===== config.mk =====
export PLATFORM = sky130hd
export DESIGN_NAME = vco_meas_sequencer
export DESIGN_NICKNAME = d
export VERILOG_FILES = /design/src/rtl/vco_meas_sequencer.sv
export SDC_FILE = /design/constraint.sdc
export NUM_CORES = 1
export LEC_CHECK = 0
export CAP_MARGIN = 5
export CELL_PAD_IN_SITES_DETAIL_PLACEMENT = 1
export CELL_PAD_IN_SITES_GLOBAL_PLACEMENT = 1
export CORE_AREA = 5 5 108 110
export CTS_BUF_LIST = sky130_fd_sc_hd__clkbuf_4
export CTS_CLUSTER_SIZE = 24
export DETAILED_ROUTE_END_ITERATION = 10
export DIE_AREA = 0 0 113 115
export PLACE_DENSITY_LB_ADDON = 0.1
export SLEW_MARGIN = 30
export SYNTH_ARGS = -nofsm -noshare
export SYNTH_HDL_FRONTEND = slang
export SYNTH_SLANG_ARGS = --single-unit

===== constraint.sdc =====
create_clock -name clk -period 2.37 [get_ports clk]
set_input_delay 0.3555 -clock clk [delete_from_list [all_inputs] [get_ports clk]]
set_output_delay 0.3555 -clock clk [all_outputs]
set_load 0.03 [all_outputs]

===== src/rtl/vco_meas_sequencer.sv =====
// Ring-VCO measurement sequencer: releases one VCO at a time, waits a settle time, then counts its
// synchronized rising edges over a gate window. Optional macro VCO_MEAS_CONT_EN adds the cont input.
module vco_meas_sequencer #(
    parameter int CNT_W      = 16,
    parameter int GATE_W     = 16,
    parameter int SETTLE_CYC = 64
) (
    input  logic              clk,
    input  logic              rst,
    input  logic              start,
`ifdef VCO_MEAS_CONT_EN
    input  logic              cont,
`endif
    input  logic [1:0]        mode,
    input  logic [GATE_W-1:0] gate_len,
    input  logic              vco1_in,
    input  logic              vco2_in,
    output logic              vco1_rst,
    output logic              vco2_rst,
    output logic              busy,
    output logic              done,
    output logic [CNT_W-1:0]  result,
    output logic              result_sel,
    output logic              overflow
);

    localparam int SET_W = $clog2(SETTLE_CYC + 1);
    localparam int TMR_W = (GATE_W > SET_W) ? GATE_W : SET_W;
    localparam logic [TMR_W-1:0] SETTLE_LOAD = TMR_W'(SETTLE_CYC - 1);
    localparam logic [1:0] MODE_VCO2 = 2'd1;
    localparam logic [1:0] MODE_PAIR = 2'd2;

    typedef enum logic [1:0] {IDLE, SETTLE, GATE, REPORT} state_t;

    state_t            state, state_nxt;
    logic [1:0]        mode_q;
    logic [GATE_W-1:0] gate_q;
    logic              sel;
    logic [TMR_W-1:0]  tmr;
    logic [CNT_W-1:0]  count, count_nxt;
    logic              ovf, ovf_nxt;
    logic [2:0]        v1_sync, v2_sync;
    logic              edge_det;
    logic              running;
    logic              rearm_go;
`ifdef VCO_MEAS_CONT_EN
    logic              rearm;
    assign rearm_go = cont && rearm;
`else
    assign rearm_go = 1'b0;
`endif

    // Bits [1:0] are the synchronizer, bit 2 holds the previous synchronized level for edge detection.
    assign edge_det = sel ? (v2_sync[1] & ~v2_sync[2]) : (v1_sync[1] & ~v1_sync[2]);

    // NOTE: every signal written here gets a default first, so no path can infer a latch.
    always_comb begin
        state_nxt = state;
        count_nxt = count;
        ovf_nxt   = ovf;
        case (state)
            IDLE: begin
                if (start || rearm_go) state_nxt = SETTLE;
            end
            SETTLE: begin
                count_nxt = '0;
                ovf_nxt   = 1'b0;
                if (tmr == '0) state_nxt = (gate_q == '0) ? REPORT : GATE;
            end
            GATE: begin
                if (edge_det) begin
                    if (&count) ovf_nxt = 1'b1;
                    else        count_nxt = count + CNT_W'(1);
                end
                if (tmr == '0) state_nxt = REPORT;
            end
            REPORT: begin
                state_nxt = (mode_q == MODE_PAIR && !sel) ? SETTLE : IDLE;
            end
            default: state_nxt = IDLE;
        endcase
    end

    assign running  = (state == SETTLE) || (state == GATE);
    assign busy     = (state != IDLE);
    assign done     = (state == REPORT);
    // Only the selected VCO is ever released, so both can never run together.
    assign vco1_rst = !(running && !sel);
    assign vco2_rst = !(running && sel);

    // NOTE: sequential state uses non-blocking assignments and a synchronous reset that clears
    // every register, including the synchronizer flops and the reported result.
    always_ff @(posedge clk) begin
        if (rst) begin
            state      <= IDLE;
            v1_sync    <= '0;
            v2_sync    <= '0;
            mode_q     <= '0;
            gate_q     <= '0;
            sel        <= 1'b0;
            tmr        <= '0;
            count      <= '0;
            ovf        <= 1'b0;
            result     <= '0;
            result_sel <= 1'b0;
            overflow   <= 1'b0;
`ifdef VCO_MEAS_CONT_EN
            rearm      <= 1'b0;
`endif
        end else begin
            state   <= state_nxt;
            v1_sync <= {v1_sync[1:0], vco1_in};
            v2_sync <= {v2_sync[1:0], vco2_in};
            count   <= count_nxt;
            ovf     <= ovf_nxt;
            case (state)
                IDLE: begin
                    if (start) begin
                        mode_q <= mode;
                        gate_q <= gate_len;
                        sel    <= (mode == MODE_VCO2);
                        tmr    <= SETTLE_LOAD;
                    end else if (rearm_go) begin
                        sel <= (mode_q == MODE_VCO2);
                        tmr <= SETTLE_LOAD;
                    end
`ifdef VCO_MEAS_CONT_EN
                    rearm <= 1'b0;
`endif
                end
                SETTLE: begin
                    tmr <= (tmr == '0) ? TMR_W'(gate_q) - TMR_W'(1) : tmr - TMR_W'(1);
                end
                GATE: begin
                    tmr <= tmr - TMR_W'(1);
                end
                REPORT: begin
                    if (state_nxt == SETTLE) begin
                        sel <= 1'b1;
                        tmr <= SETTLE_LOAD;
                    end
`ifdef VCO_MEAS_CONT_EN
                    else begin
                        rearm <= 1'b1;
                    end
`endif
                end
                default: ;
            endcase
            // Result is loaded on entry to REPORT so it is already valid while done is high.
            if (state_nxt == REPORT) begin
                result     <= count_nxt;
                overflow   <= ovf_nxt;
                result_sel <= sel;
            end
        end
    end

endmodule

---- Word-level counts from Yosys, hierarchy flattened ----
Index checks and enable logic that the tools add are counted.
cells by class
  $add $sub $neg .......................... 3
  multiply operators ...................... 0
  div/mod/pow operators ................... 0
  $lt $le $gt $ge ......................... 0
  equality and inequality tests ........... 9
  shifts and indexed selects .............. 0
  mux-type cells .......................... 20
  bitwise logic cells ..................... 4
  reduce and logical (&&, ||, !) cells .... 16
operator list
  kind                                                                      count
  16-bit two-way mux                                                        5
  16-bit case mux with 4 select lines                                       1
  16-bit logical NOT                                                        2
  16-bit case mux with 2 select lines                                       1
  16-bit by 1-bit subtractor with 16-bit output (second input constant)     2
  16-bit by 1-bit adder with 16-bit output (second input constant)          1
  16-bit AND reduction                                                      1
  2-bit == test (second input constant)                                     4
  2-bit case mux with 4 select lines                                        1
  1-bit two-way mux                                                         7
  2-bit by 1-bit == test with 1-bit output (second input constant)          3
  2-bit two-way mux                                                         3
  1-bit case mux with 2 select lines                                        2
  2-bit AND reduction                                                       2
  2-bit nonzero test                                                        2
  1-bit logical AND                                                         3
  1-bit logical NOT                                                         3
  3-bit AND reduction                                                       1
  1-bit bitwise AND                                                         2
  2-bit logical NOT                                                         1
  2-bit by 1-bit inequality test with 1-bit output (second input constant)  1
  2-bit inequality test (second input constant)                             1
  1-bit NOT                                                                 2
  1-bit logical OR                                                          1
storage, ports and cells
  bits in registers ....................... 78
  latch bits .............................. 0
  bits in writable memories ............... 0
  bits in read-only memories .............. 0
  bits of input ports ..................... 23
  output and inout port bits .............. 22
  word-level logic and storage cells ...... 64
  memories kept ........................... 0

---- Logic depth before layout (Yosys ltp) ----
  word-level depth ........................ 7
  gate-level depth with buffers ........... 10
  gate-level depth less buffers ........... 8

---- Least setup slack after synthesis ----
OpenSTA, ideal clock, no wires.
  kind .................................... flip-flop to flip-flop
  from .................................... reg state[1]
  to ...................................... reg result[0]
  library setup time ...................... 0.121 ns
  arrival time ............................ 2.506 ns
  required time ........................... 2.249 ns
  path slack .............................. -0.257 ns
  cell stages (with the launch flop) ...... 9
  buffers on the path ..................... 1
  clock period less this slack ............ 2.627 ns
  cells stage by stage .................... dfxtp_1 ha_1 nor4bb_1 or2_2 o22ai_1 or3_4 nor2_8 buf_12 mux2_4
on the way
  longest elaborated chain between the ends .. 3
  elaborated cells on any way between the ends .. 10
  those cells by class .................... 4 x eq/ne; 5 x mux; 1 x reduce/logical
RTL lines
  element                             line  source
  from (decl)                         35    state_t state, state_nxt;
  from (signal assigned)              111   state <= state_nxt;
  2-bit == test                       n/a
  named net done                      21    output logic done,
  2-bit case mux with 4 select lines  61    case (state)
  2-bit == test                       151   if (state_nxt == REPORT) begin
  to (signal assigned)                152   result <= count_nxt;
  to (decl)                           22    output logic [CNT_W-1:0] result,
The timed path passes the listed nets, and every way through them passes these cells.
A chain may end at the register's enable or synchronous reset.

---- Worst setup path after layout ----
  from .................................... reg tmr[10]
  to ...................................... reg result[8]
on the way
  longest elaborated chain between the ends .. 4
  elaborated cells on any way between the ends .. 5
  those cells by class .................... 1 x eq/ne; 3 x mux; 1 x reduce/logical
RTL lines
  element                                      line    source
  from (decl)                                  39      logic [TMR_W-1:0] tmr;
  from (signal assigned)                       132     tmr <= (tmr == '0) ? TMR_W'(gate_q) - TMR_W'(1) : tmr - TMR_W'(1);
  from (signal assigned)                       135     tmr <= tmr - TMR_W'(1);
  16-bit logical NOT (*)                       68, 75
  2-bit two-way mux, on equally long branches  75, 68
  2-bit case mux with 4 select lines (*)       61
  2-bit == test (*)                            151
Mark *: on every way between the ends. The rest lies on a longest branch, timed or not.

==> impl_metrics.csv <==
group,metric,value,unit
status,status,"completed",
layout,nets,598,
power_and_ir_drop,vdd_ir_drop_max,0.0003623,V
sta,finalClockSkew,0.01982,ns
clock_tree,clock_path_buffers,2,
route,dr.first_iter.drc_count,198,
layout,fin_area,5376,um^2
clock_tree,cts_buffers,9,
route,drt_pre_antenna_iters,5,
die,die_x_extent,113,um
hold_path,holdCritPathClass,"primary input to flip-flop",
sta,finalHoldViolations,0,
yosys,synth.largest_area_cell,"sky130_fd_sc_hd__dfxtp_1",
route,vias,3858,
clock_tree,clock_transition_time_at_the_flip_flop_clock_pins_of_the_worst_setup_and_hold_paths,0.15,ns
route,drc_errors,0,
sta,timing.final.max_slew_violations,0,
global_route,globalRouteTotalUtil,19.56,%
route,route.detailed.vias_per_inst,5.419,
die,fp.coreArea,10600,um^2
yosys,synth-async-reset-ratio,0,%
place,hpwl,8997,um
clock_tree,tritoncts,"done",
yosys,most_instantiated_library_cell_after_synthesis,"sky130_fd_sc_hd__dfxtp_1",
die,io_pins,45,
global_route,total_gr_overflow,0,
yosys,postSynthAreaPerCell,8.758,um^2
setup_path,max_stage_delay,0.44,ns
clock_tree,clockRootBuffer,"sky130_fd_sc_hd__clkbuf_4",
power_and_ir_drop,report.power.total,4.515,mW
sta,worst_slew_pin_slew,0.6516,ns
sta,layout_setup_ws,0.03396,ns
clock_tree,htreeDepth,3,
place,io_buffer_count,44,
yosys,synth_edf_count,0,
place,placedInstanceArea,5070,um^2
yosys,ys_dominant_reg_cell,"sky130_fd_sc_hd__dfxtp_1",
sta,fmax,428.1,MHz
yosys,mappedNetlistArea,4099,um^2
setup_path,crit_type,"flip-flop to flip-flop",
sta,layout_min_cycle_time,2.336,ns
yosys,yosysTopAreaCellShare,38.10,%
layout,fillers,1265,
die,initial_cell_density_of_the_core,38.66,%
power_and_ir_drop,pwr_density_cell,839.7,nW/um^2
setup_path,timing.critical_path.slowest_stage_cell,"sky130_fd_sc_hd__or3_4",
sta,whs,0.4521,ns
setup_path,worst_setup_path_end_kind,"flip-flop",
setup_path,worstPathCellList,"nor4_2 > and4_4 > o22ai_4 > or3_4 > nor2_8 > clkbuf_16 > mux2_4",
yosys,synthCells,468,
setup_path,timing.critical_path.fanout_max,6,
power_and_ir_drop,power.leakage,2.094,nW
global_route,grt_max_degree,53,
sta,headroom_to_the_max_slew_limit,56.27,%
yosys,netlist_top_cells_area,"sky130_fd_sc_hd__dfxtp_1 (38%), sky130_fd_sc_hd__nand2_1 (5.9%), sky130_fd_sc_hd__nor2b_1 (3.7%)",
clock_tree,clock_sinks,78,
flow_run,cap_violations,0,
die,rows,38,
yosys,synth_nets,499,
clock_tree,source_to_sink_clock_delay_at_the_later_pin_of_the_worst_skew_pair,0.45,ns
yosys,synth.yosys.seq_area_share,38.10,%
layout,antenna-diode-count,0,
route,wirelength,12490,um
yosys,postSynthRegisterBits,78,
place,gp_congestion,0.8627,
yosys,yosysUniqueCellTypes,68,
global_route,first_global_vias,4004,
layout,syn_to_final_growth,31.17,%
setup_path,critical_path_start_type,"flip-flop",
global_route,grt_first_pass_wirelength,20580,um
route,route.antenna.remaining_nets,0,
setup_path,critPathRequiredTime,2.72,ns
route,avgRoutedWirePerCell,17.54,um
setup_path,worst-path-buf-inv,1,
yosys,netlist_top_cells_count,"sky130_fd_sc_hd__dfxtp_1 (78), sky130_fd_sc_hd__nand2_1 (64), sky130_fd_sc_hd__nor2_1 (38)",
sta,rsz_0062_raised_after_global_routing,"yes",
die,chipHeight,115,um
setup_path,arrival,2.69,ns
place,place_worst_setup_slack,-0.06563,ns
die,die_area,13000,um^2
sta,final.period_utilization,98.57,%
layout,finish.utilization,50.71,%
global_route,number_of_antenna_violations_at_the_first_check_in_global_routing,0,
sta,setup_viol,0,
layout,layout_cells_sized_above_1,23.25,%
yosys,ys_warn_count,0,
setup_path,cpLargestDelayFamily,"simple AND/OR/NAND/NOR gates",
[final cells by class]
cell class	instances	area (um^2)	area share [%]
multi-input cells	358	2495	46.40
repair buffers	108	947.2	17.62
clock buffers	10	75.07	1.396
well taps	140	175.2	3.258
clock inverters	6	70.07	1.303
inverters	12	45.04	0.8378
flip-flops and latches	78	1569	29.18
[power by group]
group          leakage (nW)  internal [mW]  total (mW)  switching [mW]
Combinational          1.39          0.893        2.11            1.21
Clock                0.0696          0.340       0.858           0.518
Sequential            0.636           1.43        1.55           0.121
Total                  2.09           2.66        4.51            1.85
[placed cells by master, fill, tap and decap left out, types with 4 or more instances in the layout]
| cell type | count |
|---|---|
| sky130_fd_sc_hd__o31ai_1 | 4 |
| sky130_fd_sc_hd__nand2_1 | 63 |
| sky130_fd_sc_hd__nor2_1 | 38 |
| sky130_fd_sc_hd__and3_1 | 6 |
| sky130_fd_sc_hd__mux2_4 | 14 |
| sky130_fd_sc_hd__dfxtp_1 | 74 |
| sky130_fd_sc_hd__a21oi_1 | 29 |
| sky130_fd_sc_hd__a2111oi_0 | 4 |
| sky130_fd_sc_hd__nor3_1 | 16 |
| sky130_fd_sc_hd__clkdlybuf4s50_1 | 40 |
| sky130_fd_sc_hd__o21ai_0 | 10 |
| sky130_fd_sc_hd__xor2_1 | 12 |
| sky130_fd_sc_hd__o211ai_1 | 9 |
| sky130_fd_sc_hd__nor2b_1 | 24 |
| sky130_fd_sc_hd__nand4_1 | 7 |
| sky130_fd_sc_hd__clkbuf_4 | 10 |
| sky130_fd_sc_hd__buf_4 | 61 |
| sky130_fd_sc_hd__inv_1 | 9 |
| sky130_fd_sc_hd__nor4_1 | 4 |
| sky130_fd_sc_hd__o311ai_1 | 4 |
| sky130_fd_sc_hd__o221ai_1 | 5 |
| sky130_fd_sc_hd__xnor2_1 | 15 |
| sky130_fd_sc_hd__or3_1 | 6 |
| sky130_fd_sc_hd__nand3_1 | 10 |
| sky130_fd_sc_hd__ha_1 | 6 |
| sky130_fd_sc_hd__o32ai_1 | 4 |
[final timing paths]
check                        startpoint                endpoint  slack, ns  cells past startpoint
setup reg to reg   tmr[10]$_SDFFE_PP0P_  result[8]$_SDFFE_PP0N_       0.03                      7
hold / removal              gate_len[8]  gate_q[8]$_SDFFE_PP0P_       0.45                      3
setup / recovery   tmr[10]$_SDFFE_PP0P_  result[8]$_SDFFE_PP0N_       0.03                      7
hold reg to reg   v2_sync[0]$_SDFF_PP0_   v2_sync[1]$_SDFF_PP0_       0.47                      1
[tightest hold or removal path, cell delays in order]
cell,delay (ns)
sky130_fd_sc_hd__clkdlybuf4s50_1,0.40
sky130_fd_sc_hd__nand2_1,0.06
sky130_fd_sc_hd__a21oi_1,0.05
[sequential cells by signal, indices dropped and copies added (netlist names)]
register and cells:
v2_sync 3, result_sel 1, v1_sync 3, mode_q 2
state 2, sel 1, result 16, overflow 1
tmr 16, ovf 1, count 16, gate_q 16
[routing by layer]
metal  track usage, %  vias to the layer above  part of all wire, %
met1            27.90                     1859                   50
met3            3.526                       14                  4.6
met2            30.25                       95                   44
li1                 -                     1890                    -
met5                0                        -                    0
met4            5.769                        0                  1.4
[repair_timing]
action                                  in CTS  in global routing
endpoints found under the setup margin      19                 34
hold buffers                                 0                  0
buffers inserted                             2                  5
pin swaps                                    2                  7
resized for setup                           10                 26
cloned                                       0                  1
[metrics by stage]
stage	std cells	setup TNS [ns]
3_3_place_gp	688	0
2_1_floorplan	468	0
5_1_grt	712	-0.5004
3_5_place_dp	688	-0.7806
4_1_cts	706	0
6_report	712	0
[kinds of logic (layout without fill, tap and decap cells)]
logic type	Yosys count	count (layout)	share of synthesized area, %
compound gates	101	101	17.77
xor+xnor	27	27	5.769
fa+ha+maj	8	8	2.442
buf+inv	32	136	3.510
flops	78	78	38.10
mux	19	19	5.983
simple gates	203	203	26.43
Power figures use the tool's default switching activity.
